## src/rtl/alu_arb_pkg.sv

```systemverilog
// Shared widths, the issued-operation record and the round-robin picker
// used by the ALU request arbiter.
package alu_arb_pkg;

    localparam int ALU_OP_W  = 8;
    localparam int ALU_OUT_W = 16;
    localparam int ALU_OPC_W = 3;
    localparam int MAX_REQ   = 8;

    typedef struct packed {
        logic [ALU_OP_W-1:0]  a;
        logic [ALU_OP_W-1:0]  b;
        logic [ALU_OPC_W-1:0] opcode;
    } alu_op_t;

    // One-hot grant to the first valid requester at or after ptr, wrapping at numReq.
    function automatic logic [MAX_REQ-1:0] rr_pick(
        input logic [MAX_REQ-1:0] vld,
        input logic [2:0]         ptr,
        input int                 numReq
    );
        logic [MAX_REQ-1:0] grant;
        logic               found;
        int                 idxInt;
        logic [2:0]         idx;
        grant = '0;
        found = 1'b0;
        for (int k = 0; k < MAX_REQ; k++) begin
            idxInt = (int'(ptr) + k) % numReq;
            idx    = 3'(idxInt);
            if ((k < numReq) && !found && vld[idx]) begin
                grant[idx] = 1'b1;
                found      = 1'b1;
            end
        end
        return grant;
    endfunction

endpackage

```

## src/rtl/alu_req_arbiter_if.sv

```systemverilog
// Requester, response and ALU-side signal bundle of the ALU request arbiter.
// slave is the arbiter's view; master is the requesters/ALU view.
interface alu_req_arbiter_if #(
    parameter int NUM_REQ = 4
);

    logic [NUM_REQ-1:0]                         req_vld;
    logic [NUM_REQ-1:0]                         req_rdy;
    logic [NUM_REQ*alu_arb_pkg::ALU_OP_W-1:0]   req_a;
    logic [NUM_REQ*alu_arb_pkg::ALU_OP_W-1:0]   req_b;
    logic [NUM_REQ*alu_arb_pkg::ALU_OPC_W-1:0]  req_opcode;
    logic [NUM_REQ-1:0]                         rsp_vld;
    logic [alu_arb_pkg::ALU_OUT_W-1:0]          rsp_out;
    logic                                       rsp_err;
    logic                                       alu_vld;
    logic [alu_arb_pkg::ALU_OP_W-1:0]           alu_a;
    logic [alu_arb_pkg::ALU_OP_W-1:0]           alu_b;
    logic [alu_arb_pkg::ALU_OPC_W-1:0]          alu_opcode;
    logic [alu_arb_pkg::ALU_OUT_W-1:0]          alu_out;
    logic                                       alu_opVld;
    logic                                       busy;
    logic                                       err_unexp;

    modport slave (
        input  req_vld, req_a, req_b, req_opcode, alu_out, alu_opVld,
        output req_rdy, rsp_vld, rsp_out, rsp_err,
               alu_vld, alu_a, alu_b, alu_opcode, busy, err_unexp
    );

    modport master (
        output req_vld, req_a, req_b, req_opcode, alu_out, alu_opVld,
        input  req_rdy, rsp_vld, rsp_out, rsp_err,
               alu_vld, alu_a, alu_b, alu_opcode, busy, err_unexp
    );

endinterface

```

## src/rtl/alu_arb_tag_fifo.sv

```systemverilog
// In-order FIFO of requester tags for ALU operations still in flight.
module alu_arb_tag_fifo #(
    parameter int WIDTH = 2,
    parameter int DEPTH = 4,
    localparam int PTR_W = (DEPTH > 1) ? $clog2(DEPTH) : 1,
    localparam int CNT_W = $clog2(DEPTH + 1)
) (
    input  logic             clk,
    input  logic             reset,
    input  logic             i_push,
    input  logic [WIDTH-1:0] i_pushData,
    input  logic             i_pop,
    output logic [WIDTH-1:0] o_head,
    output logic             o_full,
    output logic             o_empty,
    output logic [CNT_W-1:0] o_count
);

    logic [WIDTH-1:0] r_mem [DEPTH];
    logic [PTR_W-1:0] r_wrPtr;
    logic [PTR_W-1:0] r_rdPtr;
    logic [CNT_W-1:0] r_count;
    logic             w_doPush;
    logic             w_doPop;

    function automatic logic [PTR_W-1:0] nextPtr(input logic [PTR_W-1:0] p);
        return (p == PTR_W'(DEPTH - 1)) ? '0 : p + 1'b1;
    endfunction

    assign o_full   = (r_count == CNT_W'(DEPTH));
    assign o_empty  = (r_count == '0);
    assign o_count  = r_count;
    assign o_head   = r_mem[r_rdPtr];
    assign w_doPush = i_push & ~o_full;
    assign w_doPop  = i_pop & ~o_empty;

    always_ff @(posedge clk) begin
        if (w_doPush) begin
            r_mem[r_wrPtr] <= i_pushData;
        end
    end

    always_ff @(posedge clk) begin
        if (reset) begin
            r_wrPtr <= '0;
            r_rdPtr <= '0;
            r_count <= '0;
        end else begin
            if (w_doPush) begin
                r_wrPtr <= nextPtr(r_wrPtr);
            end
            if (w_doPop) begin
                r_rdPtr <= nextPtr(r_rdPtr);
            end
            case ({w_doPush, w_doPop})
                2'b10:   r_count <= r_count + 1'b1;
                2'b01:   r_count <= r_count - 1'b1;
                default: r_count <= r_count;
            endcase
        end
    end

endmodule

```

## src/rtl/alu_req_arbiter.sv

```systemverilog
// Round-robin sharing of one 8x8->16 ALU between NUM_REQ requesters, with
// in-order result routing. Optional head-of-line timeout: ALU_ARB_TIMEOUT_EN.
module alu_req_arbiter #(
    parameter int NUM_REQ         = 4,
    parameter int MAX_OUTSTANDING = 4,
    parameter int TIMEOUT_CYC     = 64
) (
    input logic              clk,
    input logic              reset,
    alu_req_arbiter_if.slave bus
);

    import alu_arb_pkg::*;

    localparam int TAG_W = $clog2(NUM_REQ);
    localparam int CNT_W = $clog2(MAX_OUTSTANDING + 1);

    logic [TAG_W-1:0]     r_ptr;
    logic [MAX_REQ-1:0]   w_vldWide;
    logic [MAX_REQ-1:0]   w_pickWide;
    logic                 w_unusedPick;
    logic [NUM_REQ-1:0]   w_grant;
    logic                 w_credit;
    logic                 w_hs;
    logic [TAG_W-1:0]     w_hsIdx;
    alu_op_t              w_hsOp;
    logic [TAG_W-1:0]     w_head;
    logic [CNT_W-1:0]     w_count;
    logic                 w_full;
    logic                 w_empty;
    logic                 w_aluPop;
    logic                 w_timeoutPop;
    logic                 w_pop;

    logic                 r_aluVld;
    alu_op_t              r_aluOp;
    logic [NUM_REQ-1:0]   r_rspVld;
    logic [ALU_OUT_W-1:0] r_rspOut;
    logic                 r_rspErr;
    logic                 r_errUnexp;

    // No pop bypass: a slot freed this cycle is only usable next cycle.
    assign w_credit     = ~w_full;
    assign w_vldWide    = MAX_REQ'(bus.req_vld);
    assign w_pickWide   = rr_pick(w_vldWide, 3'(r_ptr), NUM_REQ);
    assign w_unusedPick = ^w_pickWide;
    assign w_grant      = w_credit ? (w_pickWide[NUM_REQ-1:0] & bus.req_vld) : '0;
    assign w_hs         = |(w_grant & bus.req_vld);

    always_comb begin
        w_hsIdx = '0;
        w_hsOp  = '0;
        for (int i = 0; i < NUM_REQ; i++) begin
            if (w_grant[i]) begin
                w_hsIdx       = TAG_W'(i);
                w_hsOp.a      = bus.req_a[i*ALU_OP_W +: ALU_OP_W];
                w_hsOp.b      = bus.req_b[i*ALU_OP_W +: ALU_OP_W];
                w_hsOp.opcode = bus.req_opcode[i*ALU_OPC_W +: ALU_OPC_W];
            end
        end
    end

    always_ff @(posedge clk) begin
        if (reset) begin
            r_ptr <= '0;
        end else if (w_hs) begin
            r_ptr <= (w_hsIdx == TAG_W'(NUM_REQ - 1)) ? '0 : w_hsIdx + 1'b1;
        end
    end

    // Operands hold their last value between issues; only alu_vld pulses.
    always_ff @(posedge clk) begin
        if (reset) begin
            r_aluVld <= 1'b0;
            r_aluOp  <= '0;
        end else begin
            r_aluVld <= w_hs;
            if (w_hs) begin
                r_aluOp <= w_hsOp;
            end
        end
    end

    alu_arb_tag_fifo #(
        .WIDTH (TAG_W),
        .DEPTH (MAX_OUTSTANDING)
    ) u_tagFifo (
        .clk        (clk),
        .reset      (reset),
        .i_push     (w_hs),
        .i_pushData (w_hsIdx),
        .i_pop      (w_pop),
        .o_head     (w_head),
        .o_full     (w_full),
        .o_empty    (w_empty),
        .o_count    (w_count)
    );

    assign w_aluPop = bus.alu_opVld & ~w_empty;

`ifdef ALU_ARB_TIMEOUT_EN
    localparam int AGE_W = $clog2(TIMEOUT_CYC + 1);

    logic [AGE_W-1:0] r_age;

    // Age counts cycles the current head has waited; a real result wins a tie.
    always_ff @(posedge clk) begin
        if (reset || w_empty || w_pop) begin
            r_age <= '0;
        end else begin
            r_age <= r_age + 1'b1;
        end
    end

    assign w_timeoutPop = ~w_empty & ~bus.alu_opVld &
                          ((r_age + 1'b1) == AGE_W'(TIMEOUT_CYC));
`else
    logic w_unusedTimeout;

    assign w_timeoutPop    = 1'b0;
    assign w_unusedTimeout = (TIMEOUT_CYC != 0);
`endif

    assign w_pop = w_aluPop | w_timeoutPop;

    always_ff @(posedge clk) begin
        if (reset) begin
            r_rspVld   <= '0;
            r_rspOut   <= '0;
            r_rspErr   <= 1'b0;
            r_errUnexp <= 1'b0;
        end else begin
            r_rspVld <= '0;
            r_rspErr <= 1'b0;
            if (w_pop) begin
                r_rspVld <= NUM_REQ'(1) << w_head;
                r_rspOut <= w_aluPop ? bus.alu_out : '0;
                r_rspErr <= w_timeoutPop;
            end
            if (bus.alu_opVld && w_empty) begin
                r_errUnexp <= 1'b1;
            end
        end
    end

    assign bus.req_rdy    = w_grant;
    assign bus.alu_vld    = r_aluVld;
    assign bus.alu_a      = r_aluOp.a;
    assign bus.alu_b      = r_aluOp.b;
    assign bus.alu_opcode = r_aluOp.opcode;
    assign bus.rsp_vld    = r_rspVld;
    assign bus.rsp_out    = r_rspOut;
    assign bus.rsp_err    = r_rspErr;
    assign bus.busy       = (w_count != '0);
    assign bus.err_unexp  = r_errUnexp;

endmodule

```

## src/flat_wrapper.sv

```systemverilog
// flat-port wrapper written by rule: the top's interface ports become plain ports
module alu_req_arbiter_flat import alu_arb_pkg::*;
#(
    parameter int NUM_REQ         = 4,
    parameter int MAX_OUTSTANDING = 4,
    parameter int TIMEOUT_CYC     = 64
)
  (clk, reset, bus_req_vld, bus_req_a, bus_req_b, bus_req_opcode, bus_alu_out, bus_alu_opVld, bus_req_rdy, bus_rsp_vld, bus_rsp_out, bus_rsp_err, bus_alu_vld, bus_alu_a, bus_alu_b, bus_alu_opcode, bus_busy, bus_err_unexp);
  alu_req_arbiter_if #(.NUM_REQ(NUM_REQ)) bus_i ();
  input logic clk;
  input logic reset;
  input wire logic [$bits(bus_i.req_vld)-1:0] bus_req_vld;
  input wire logic [$bits(bus_i.req_a)-1:0] bus_req_a;
  input wire logic [$bits(bus_i.req_b)-1:0] bus_req_b;
  input wire logic [$bits(bus_i.req_opcode)-1:0] bus_req_opcode;
  input wire logic [$bits(bus_i.alu_out)-1:0] bus_alu_out;
  input wire logic [$bits(bus_i.alu_opVld)-1:0] bus_alu_opVld;
  output wire logic [$bits(bus_i.req_rdy)-1:0] bus_req_rdy;
  output wire logic [$bits(bus_i.rsp_vld)-1:0] bus_rsp_vld;
  output wire logic [$bits(bus_i.rsp_out)-1:0] bus_rsp_out;
  output wire logic [$bits(bus_i.rsp_err)-1:0] bus_rsp_err;
  output wire logic [$bits(bus_i.alu_vld)-1:0] bus_alu_vld;
  output wire logic [$bits(bus_i.alu_a)-1:0] bus_alu_a;
  output wire logic [$bits(bus_i.alu_b)-1:0] bus_alu_b;
  output wire logic [$bits(bus_i.alu_opcode)-1:0] bus_alu_opcode;
  output wire logic [$bits(bus_i.busy)-1:0] bus_busy;
  output wire logic [$bits(bus_i.err_unexp)-1:0] bus_err_unexp;
  assign bus_i.req_vld = bus_req_vld;
  assign bus_i.req_a = bus_req_a;
  assign bus_i.req_b = bus_req_b;
  assign bus_i.req_opcode = bus_req_opcode;
  assign bus_i.alu_out = bus_alu_out;
  assign bus_i.alu_opVld = bus_alu_opVld;
  assign bus_req_rdy = bus_i.req_rdy;
  assign bus_rsp_vld = bus_i.rsp_vld;
  assign bus_rsp_out = bus_i.rsp_out;
  assign bus_rsp_err = bus_i.rsp_err;
  assign bus_alu_vld = bus_i.alu_vld;
  assign bus_alu_a = bus_i.alu_a;
  assign bus_alu_b = bus_i.alu_b;
  assign bus_alu_opcode = bus_i.alu_opcode;
  assign bus_busy = bus_i.busy;
  assign bus_err_unexp = bus_i.err_unexp;
  alu_req_arbiter #(.NUM_REQ(NUM_REQ), .MAX_OUTSTANDING(MAX_OUTSTANDING), .TIMEOUT_CYC(TIMEOUT_CYC)) u_core (.clk(clk), .reset(reset), .bus(bus_i));
endmodule
```

## config.mk

```make
export PLATFORM = sky130hd
export DESIGN_NAME = alu_req_arbiter_flat
export DESIGN_NICKNAME = d
export VERILOG_FILES = /design/src/rtl/alu_arb_pkg.sv /design/src/rtl/alu_req_arbiter_if.sv /design/src/rtl/alu_arb_tag_fifo.sv /design/src/rtl/alu_req_arbiter.sv /design/src/flat_wrapper.sv
export SDC_FILE = /design/constraint.sdc
export NUM_CORES = 1
export LEC_CHECK = 0
export ABC_AREA = 1
export CAP_MARGIN = 10
export CELL_PAD_IN_SITES_DETAIL_PLACEMENT = 0
export CELL_PAD_IN_SITES_GLOBAL_PLACEMENT = 1
export CORE_MARGIN = 2
export CORE_UTILIZATION = 30
export DETAILED_ROUTE_END_ITERATION = 8
export GPL_ROUTABILITY_DRIVEN = 0
export PLACE_DENSITY = 0.85
export SETUP_SLACK_MARGIN = 0.3
export SLEW_MARGIN = 0
export SYNTH_ARGS = -nofsm -noshare
export SYNTH_HDL_FRONTEND = slang
export SYNTH_SLANG_ARGS = --single-unit
```

## constraint.sdc

```tcl
create_clock -name clk -period 9.3 [get_ports clk]
set_input_delay 1.86 -clock clk [delete_from_list [all_inputs] [get_ports clk]]
set_output_delay 1.86 -clock clk [all_outputs]
set_load 0.02 [all_outputs]
```

# [Word-level counts from Yosys, hierarchy flattened]
# Memories as Yosys holds them, arrays and structs flattened. A register that Yosys moved wholly into a read port is not among the register bits.
# Index checks and enable logic that the tools add are counted.
[classes] addsub=8 mul=0 div_mod_pow=0 eq_ne=6 reduce_logical=19 n_bitwise=14 shift=1 n_mux=39 n_lt_le_gt_ge=8
[op_table] op="two-way mux 19 bit" n=4
[op_table] op="two-way mux 4 bit" n=5
[op_table] op="two-way mux 1 bit" n=14
[op_table] op="two-way mux 2 bit" n=7
[op_table] op="< comparator 3 x 4 -> 1 bit (second input constant)" n=3
[op_table] op="OR 4 bit" n=3
[op_table] op="binary-select mux 1 bit (select 3 bit)" n=3
[op_table] op="demux 1 bit (select 3 bit)" n=3
[op_table] op="greater-or-equal comparator 3 x 1 -> 1 bit (second input constant)" n=3
[op_table] op="adder 2 x 1 -> 2 bit (second input constant)" n=4
[op_table] op="AND 4 bit" n=2
[op_table] op="== test 2 bit (second input constant)" n=4
[op_table] op="logical AND 1 bit" n=8
[op_table] op="OR reduction 2 bit" n=4
[op_table] op="one-hot mux 3 bit (2 select lines)" n=1
[op_table] op="adder 2 bit (second input constant)" n=2
[op_table] op="< comparator 2 x 4 -> 1 bit (second input constant)" n=1
[op_table] op="OR reduction 4 bit" n=1
[op_table] op="left shift 1 x 2 -> 4 bit (first input constant)" n=1
[op_table] op="adder 3 x 1 -> 3 bit (second input constant)" n=1
[op_table] op="AND 1 bit" n=3
[op_table] op="AND 1 bit (first input constant)" n=3
[op_table] op="== test 3 bit (second input constant)" n=1
[op_table] op="logical NOT 1 bit" n=3
[op_table] op="other kinds (9)" n=11
[word_totals] romBits=0 memories=1 latch_bits=0 register_bits=50 mem_bits_rw=8
[mem_list] name="u_core.u_tagFifo.r_mem" depth=4 width=2 rd=1 rd_clocked_by_memory_dff=1 write_ports=1 line_no="alu_arb_tag_fifo.sv:19" source="logic [WIDTH-1:0] r_mem [DEPTH];"

# [Logic depth before layout (Yosys ltp)]
# Gate-level depths: netlist of run 1.
[logic_depth] depth_word=20 depth_mapped=20 mapped_depth_nobuf=19

# [Hierarchy]
# A second synthesis of run 1 with hierarchy kept.
[hier_totals] hier_cells=539 hier_area_um2=3642.2
[modules_own_cells] mod="alu_req_arbiter" cells_each=447 instances=1 area_per_inst_um2=2825.2
[modules_own_cells] mod="alu_arb_tag_fifo" cells_each=92 instances=1 area_per_inst_um2=817.0

# [Worst setup path after synthesis of run 1]
# No wires, ideal clock.
[synth_path] path_kind="input-to-output" start="input bus_req_vld[1]" end="output bus_req_rdy[3]" setup_slack_ns=4.353 arrival_ns=3.087 n_path_buf=1 stages=10 t_required_ns=7.440 path_cell_list="nand2_1 nand3_1 nand2_2 nand2_1 nor2_4 nand2_1 nand3b_1 nand2_2 inv_1 clkbuf_1"
[synth_via] elab_chain_len=14
[synth_lines] item="start, declared" line_no="flat_wrapper.sv:12" source="input wire logic [$bits(bus_i.req_vld)-1:0] bus_req_vld;"
[synth_lines] item="binary-select mux 1 bit (select 2 bit)" line_no="alu_arb_pkg.sv:31" source="if ((k < numReq) && !found && vld[idx]) begin"
[synth_lines] item="two-way mux 1 bit (implied by the code)" line_no="alu_arb_pkg.sv:31"
[synth_lines] item="two-way mux 1 bit" line_no="alu_arb_pkg.sv:31"
[synth_lines] item="logical NOT 1 bit" line_no="alu_arb_pkg.sv:31"
[synth_lines] item="logical AND 1 bit" line_no="alu_arb_pkg.sv:31"
[synth_lines] item="two-way mux 1 bit" line_no="alu_arb_pkg.sv:31"
[synth_lines] item="logical NOT 1 bit" line_no="alu_arb_pkg.sv:31"
[synth_lines] item="logical AND 1 bit" line_no="alu_arb_pkg.sv:31"
[synth_lines] item="two-way mux 1 bit" line_no="alu_arb_pkg.sv:31"
[synth_lines] item="logical NOT 1 bit" line_no="alu_arb_pkg.sv:31"
[synth_lines] item="logical AND 1 bit" line_no="alu_arb_pkg.sv:31"
[synth_lines] item="two-way mux 4 bit (*)" line_no="alu_arb_pkg.sv:31"
[synth_lines] item="AND 4 bit (*)" line_no="alu_req_arbiter.sv:47" source="assign w_grant = w_credit ? (w_pickWide[NUM_REQ-1:0] & bus.req_vld) : '0;"
[synth_lines] item="two-way mux 4 bit (*)" line_no="alu_req_arbiter.sv:47"
[synth_lines] item="end, declared" line_no="flat_wrapper.sv:18" source="output wire logic [$bits(bus_i.req_rdy)-1:0] bus_req_rdy;"
# Mark *: on every way between the ends. The rest lies on a longest branch, timed or not. The select of a mux whose other input is x is not followed.

# [Worst setup path after layout of run 1]
[layout_path] start="input bus_req_vld[2]" end="output bus_req_rdy[3]"
# The elaborated chain is that of the path after synthesis.

==> reports/results.ini, run 1 <==
[run_status]
status = finished, final reports clean

[drt]
postRouteAntennaNets = 0
drtPass1Iterations = 4
wirelength_mm = 10.2
routed_via_density = 4.60
drc = 0
first_iter_violations = 165
dr_total_vias = 3689
wl_per_cell_um = 12.8

[yosys]
yosysUniqueCellTypes = 31
seq_area_frac_synth_pct = 36.4
synth_area_um2 = 3520
yosys-top-cells-area = dfxtp_1, nand2_1, nor2_1
synth-main-ff-cell = dfxtp_1
synth.avg_cell_area_um2 = 6.76
syn-num-nets = 633
syn_inst = 520
synthDominantCellAreaShare_pct = 29.6
synth-edff-count = 8
netlist.top_cell.by_area = dfxtp_1
yosys_warnings = 0
ys_async_sr_fraction_pct = 0
yosys_register_bits = 60

[clock_tree]
numCtsBuffers = 9
worst_skew_pair.late_latency_ps = 320
htreeDepth = 3
clockBufferDepth = 2
cts_resized = 0
cts-root-buf = clkbuf_16
holdBufCountCts = 0
cts_tree = yes
path_clk_slew_ps = 50
post_cts_buffers = 0
cts_sinks = 60

[power_and_ir_drop]
peakVddDrop_uv = 128
p_leak_nw = 2.31
finalPower_mw = 1.65
power_density_nw_per_um2 = 307

[critical_path]
critPathTopFamily = buffers and inverters
cpPeakStageDelay_ps = 720
r2r_cells = 19
crit_type = in -> out
critPathLaunchType = primary input
cp.arrival_ps = 4730
worst-path-stages = 12
crit_required_ps = 7440
crit_top_cell = nand2_1
cp_num_buf_inv = 4
path_cells = clkdlybuf4s50_1 > inv_1 > nand2_1 > nand3_1 > nand2_1 > nand2_1 > nor2_4 > nand2_1 > nand3b_1 > nand2_2 > inv_1 > clkdlybuf4s50_1
slowest_stage = clkdlybuf4s50_1
worstSetupEndpointType = output port
path_max_fanout = 24

[timing]
period_share_pct = 70.9
skew_ps = 6.72
worst_slew_pin_slew_ps = 930
grt_setup_unrepaired = no
setup_violations = 0
drv_slew = 0
fmax_ghz = 0.152
hold-worst-slack_ps = 451
hold_violations = 0
setup-tns-final_ps = 0
min_period_ps = 6590
slew-limit-headroom_pct = 37.9

[floorplan]
die_h_um = 112
die_area_um2 = 12600
rows = 39
die_x_um = 112
core_um2 = 11400
initial_core_util_pct = 30.8
pin_count = 146

[job]
maxCapViolCount = 0

[placement]
portBuffers = 144
place_area_um2 = 5020
dp_cells = 786
dp_hpwl_mm = 7.88

[final_layout]
mostFrequentLayoutCells = clkdlybuf4s50_1, nand2_1, nor2_1, nand3_1, dfxtp_1
finalNonFillerCells = 802
antenna_cells = 0
layout_commonest_cell = clkdlybuf4s50_1
finalNetCount = 767
drive_above_1_share_pct = 7.74
area_growth_pct = 52.5
finalInstanceArea_um2 = 5360

[global_routing]
overflow = 0
antenna_found_initial = 0
grt_max_degree = 33
grt_pass1_wl_mm = 16.7
track_usage_pct = 16.0
grt_pass1_vias = 3688

[worst_hold_path]
worstHoldPathType = reg -> reg
hold_depth = 2

report_power, final:
part | total [mW] | internal [mW] | switching (mW)
Clock | 0.368 | 0.251 | 0.116
Sequential | 0.414 | 0.360 | 0.0543
Combinational | 0.867 | 0.335 | 0.531
path summary, 6_finish.rpt:
kind	slack (ps)	start	to
hold reg to reg	450	u_core.bus.err_unexp	u_core.bus.err_unexp
hold / removal	450	u_core.bus.err_unexp	u_core.bus.err_unexp
setup / recovery	2710	bus_req_vld[2]	bus_req_rdy[3]
setup reg to reg	5400	u_core.r_ptr[0]	u_core.u_tagFifo.o_count[2]
synth_stat cells (2+ instances only):
| master | instances |
|---|---|
| a21oi_1 | 20 |
| a32oi_1 | 2 |
| buf_1 | 2 |
| buf_2 | 7 |
| buf_6 | 3 |
| clkbuf_1 | 8 |
| dfxtp_1 | 52 |
| edfxtp_1 | 8 |
| ha_1 | 13 |
| inv_1 | 39 |
| inv_2 | 4 |
| nand2_1 | 131 |
| nand2_2 | 5 |
| nand2_4 | 7 |
| nand3_1 | 66 |
| nand3_4 | 3 |
| nand3b_1 | 2 |
| nor2_1 | 91 |
| nor2_2 | 12 |
| nor2_4 | 3 |
| o21ai_0 | 32 |
metal layers:
metal	global-route usage [%]	wire length, µm	vias up
met4	4.15	153	0
li1	-	-	1922
met1	18.7	4400	1633
met3	4.27	663	14
met2	29.0	5020	120
met5	0	0	-
worst reg2reg max path: cells and delay by family (launching register included):
kind / cells / cell delay [ps]
buf+inv: 3 / 280
fa+ha+maj: 3 / 990
compound gates: 4 / 470
simple gates: 9 / 1410
flops: 1 / 630
sequential cells by signal, indices dropped and copies added, names as in the netlist, named ones only:
name	flops
u_core.bus.alu_vld	1
u_core.bus.err_unexp	1
u_core.bus.rsp_vld	4
u_core.bus.alu_opcode	3
u_core.bus.alu_a	8
u_core.bus.rsp_out	16
u_core.bus.alu_b	8
u_core.u_tagFifo.r_mem	8
u_core.r_ptr	2
u_core.u_tagFifo.r_wrPtr	2
u_core.u_tagFifo.o_count	3
u_core.u_tagFifo.r_rdPtr	2
final cells by class:
| cell class | instances | area, µm² |
|---|---|---|
| clock buffer | 11 | 254 |
| clock inverter | 5 | 82.6 |
| fill | 1147 | 6060 |
| inverter | 45 | 174 |
| multi-input combinational | 393 | 1940 |
| sequential | 60 | 1280 |
| tap | 143 | 179 |
| timing repair buffer | 145 | 1450 |
kinds of logic after synthesis:
family	Yosys count	share of synthesized area, %
compound gates	57	8.54
fa+ha+maj	14	5.20
buf+inv	67	8.33
flops	60	36.4
other cells	1	0.107
simple gates	321	41.4
through the flow:
| step | setup slack, ps | util, % |
|---|---|---|
| after CTS | 2750 | 47.0 |
| after floorplan | 4350 | - |
| after global routing | 2510 | 47.0 |
| after global placement | 2840 | 44.0 |
| final | 2710 | 47.0 |
| after detailed placement | 2760 | 44.0 |
Note: power is estimated with default switching activity, not from simulation.
==> run 2, diff against run 1 <==
Settings changed: CORE_UTILIZATION 30 to 29, PLACE_DENSITY 0.85 to 0.83.
Clock period 9.3 ns to 6.4 ns, I/O delays scaled along.
==> run 2 against run 1 <==
  * Register-to-register slack worse by 3000 ps
  * Total power is 42% higher
  * Worst hold slack worse by 3.0 ps
  * Combinational power is 45% higher
  * Sequential power is 45% higher
  * Utilization is 2.3 points lower
  * Clock power is 28% higher
  * Cell area is 0.79% lower
  * Largest power group unchanged
  * Highest routed layer unchanged
==> reports/results.ini, run 2 (synthesized netlist as in run 1, its figures left out) <==
[final_layout]
finalNetCount = 767  ; unchanged
largest_register_ffs = 16  ; unchanged
drive_above_1_share_pct = 7.59  ; -0.15 points
finalInstanceArea_um2 = 5320  ; -0.79%
area_growth_pct = 51.3
mostFrequentLayoutCells = clkdlybuf4s50_1, nand2_1, nor2_1, nand3_1, dfxtp_1
antenna_cells = 0  ; unchanged
layout_commonest_cell = clkdlybuf4s50_1

[floorplan]
die_area_um2 = 13000  ; +3.3%
initial_core_util_pct = 29.5  ; -1.3 points
die_h_um = 114  ; +1.6%
core_um2 = 11900  ; +4.3%
rows = 40  ; +2.6%
die_x_um = 114  ; +1.6%
pin_count = 146  ; unchanged

[critical_path]
slowest_stage = clkdlybuf4s50_1
cpPeakStageDelay_ps = 720  ; about the same
path_cells = clkdlybuf4s50_1 > nand2_1 > nand3_4 > nand2_4 > nand2_4 > nor2_4 > nand2_1 > nand3b_1 > nand2_2 > inv_1 > clkdlybuf4s50_1
worstSetupEndpointType = output port
path_max_fanout = 24  ; unchanged
critPathTopFamily = buffers and inverters
critPathLaunchType = primary input
cp_num_buf_inv = 3  ; -1
crit_type = in -> out
crit_required_ps = 5120  ; -2320 ps
cp.arrival_ps = 4100  ; -630 ps

[timing]
min_period_ps = 5380
setup_violations = 0  ; unchanged
grt_setup_unrepaired = no
setup-tns-final_ps = 0  ; unchanged
skew_ps = 10.2  ; +3.46 ps
period_share_pct = 84.1
worst_slew_pin_slew_ps = 1020  ; +89.1 ps
slew-limit-headroom_pct = 32.0  ; -5.9 points
hold_violations = 0  ; unchanged
drv_slew = 0  ; unchanged
fmax_ghz = 0.186

[power_and_ir_drop]
p_leak_nw = 2.29  ; -0.83%
power_density_nw_per_um2 = 439  ; +43%
peakVddDrop_uv = 160  ; +25%

[clock_tree]
htreeDepth = 3  ; unchanged
cts_resized = 0  ; unchanged
cts-root-buf = clkbuf_16
post_cts_buffers = 0  ; unchanged
cts_tree = yes
numCtsBuffers = 9  ; unchanged
worst_skew_pair.late_latency_ps = 330  ; about the same
holdBufCountCts = 0  ; unchanged
clockBufferDepth = 2  ; unchanged
cts_sinks = 60  ; unchanged
path_clk_slew_ps = 50  ; about the same

[global_routing]
antenna_found_initial = 0  ; unchanged
grt_pass1_vias = 3505  ; -5.0%
grt_pass1_wl_mm = 16.4  ; -1.7%
track_usage_pct = 15.8  ; -0.21 points
overflow = 0  ; unchanged
grt_max_degree = 33  ; unchanged

[drt]
wirelength_mm = 10.4  ; +1.8%
first_iter_violations = 135  ; -18%
routed_via_density = 4.61  ; +0.15%
postRouteAntennaNets = 0  ; unchanged
drtPass1Iterations = 4  ; unchanged
dr_total_vias = 3713  ; +0.65%
wl_per_cell_um = 12.9  ; +1.3%
drc = 0  ; unchanged

[placement]
place_area_um2 = 5030  ; about the same
dp_hpwl_mm = 7.87  ; -0.19%
portBuffers = 144  ; unchanged

[worst_hold_path]
worstHoldPathType = reg -> reg

[job]
maxCapViolCount = 0  ; unchanged

[run_status]
status = finished, final reports clean

## run 2: power breakdown
group          total [mW]  switching, mW  internal (mW)
clock               0.471          0.175          0.296
combinational        1.26          0.779          0.486
sequential          0.600         0.0765          0.523
total                2.34           1.03           1.31
## run 2: per-layer routing
metal | global-route usage [%] | part of all wire [%] | vias to the layer above | routed length (µm)
met5 | 0 | 0 | - | 0
met4 | 5.61 | 1.4 | 0 | 151
met3 | 4.71 | 7.0 | 16 | 733
met2 | 26.9 | 48 | 117 | 5010
met1 | 19.0 | 43 | 1655 | 4530
li1 | - | - | 1925 | -
## run 2: layout make-up
class,instances,area (µm²)
flip-flops and latches,60,1280
clock inverters,3,17.5
inverters,45,174
repair buffers,145,1450
fillers,1205,6590
clock buffers,13,272
well taps,147,184
multi-input cells,393,1940
## run 2: per-stage QoR
| stage | util (%) | hold WS, ps | setup WS (ps) | power [mW] | instances |
|---|---|---|---|---|---|
| 2_1_floorplan | - | 479 | 2610 | 1.46 | 520 |
| 3_3_place_gp | 42.2 | 437 | 1080 | 1.86 | 790 |
| 3_5_place_dp | 42.2 | 440 | 1020 | 1.88 | 790 |
| 4_1_cts | 44.7 | 449 | 1010 | 2.36 | 806 |
| 5_1_grt | 44.7 | 479 | 778 | 2.53 | 806 |
| 6_report | 44.7 | 448 | 1020 | 2.34 | 806 |
## run 2: final timing paths
kind	to	startpoint	slack, ps	cells past startpoint
min	u_core.bus.err_unexp	u_core.bus.err_unexp	450	2
min reg2reg	u_core.bus.err_unexp	u_core.bus.err_unexp	450	2
max	bus_req_rdy[3]	bus_req_vld[1]	1020	11
max reg2reg	u_core.u_tagFifo.o_count[2]	u_core.r_ptr[0]	2430	19
## run 2: worst register-to-register path, cell delays in order, from the launching register on
cell and delay (ps):
dfxtp_1 640, inv_6 130, ha_1 390, inv_1 90, nand3_1 80, nand2_1 110, nand2_4 120, nor2_4 60
nand2_1 50, nand3b_1 90, nand2_2 380, nand2_1 210, nor2_2 370, ha_1 220, inv_1 70, fa_1 380
a21oi_1 140, o21ai_0 110, o21ai_0 160, a21oi_1 50
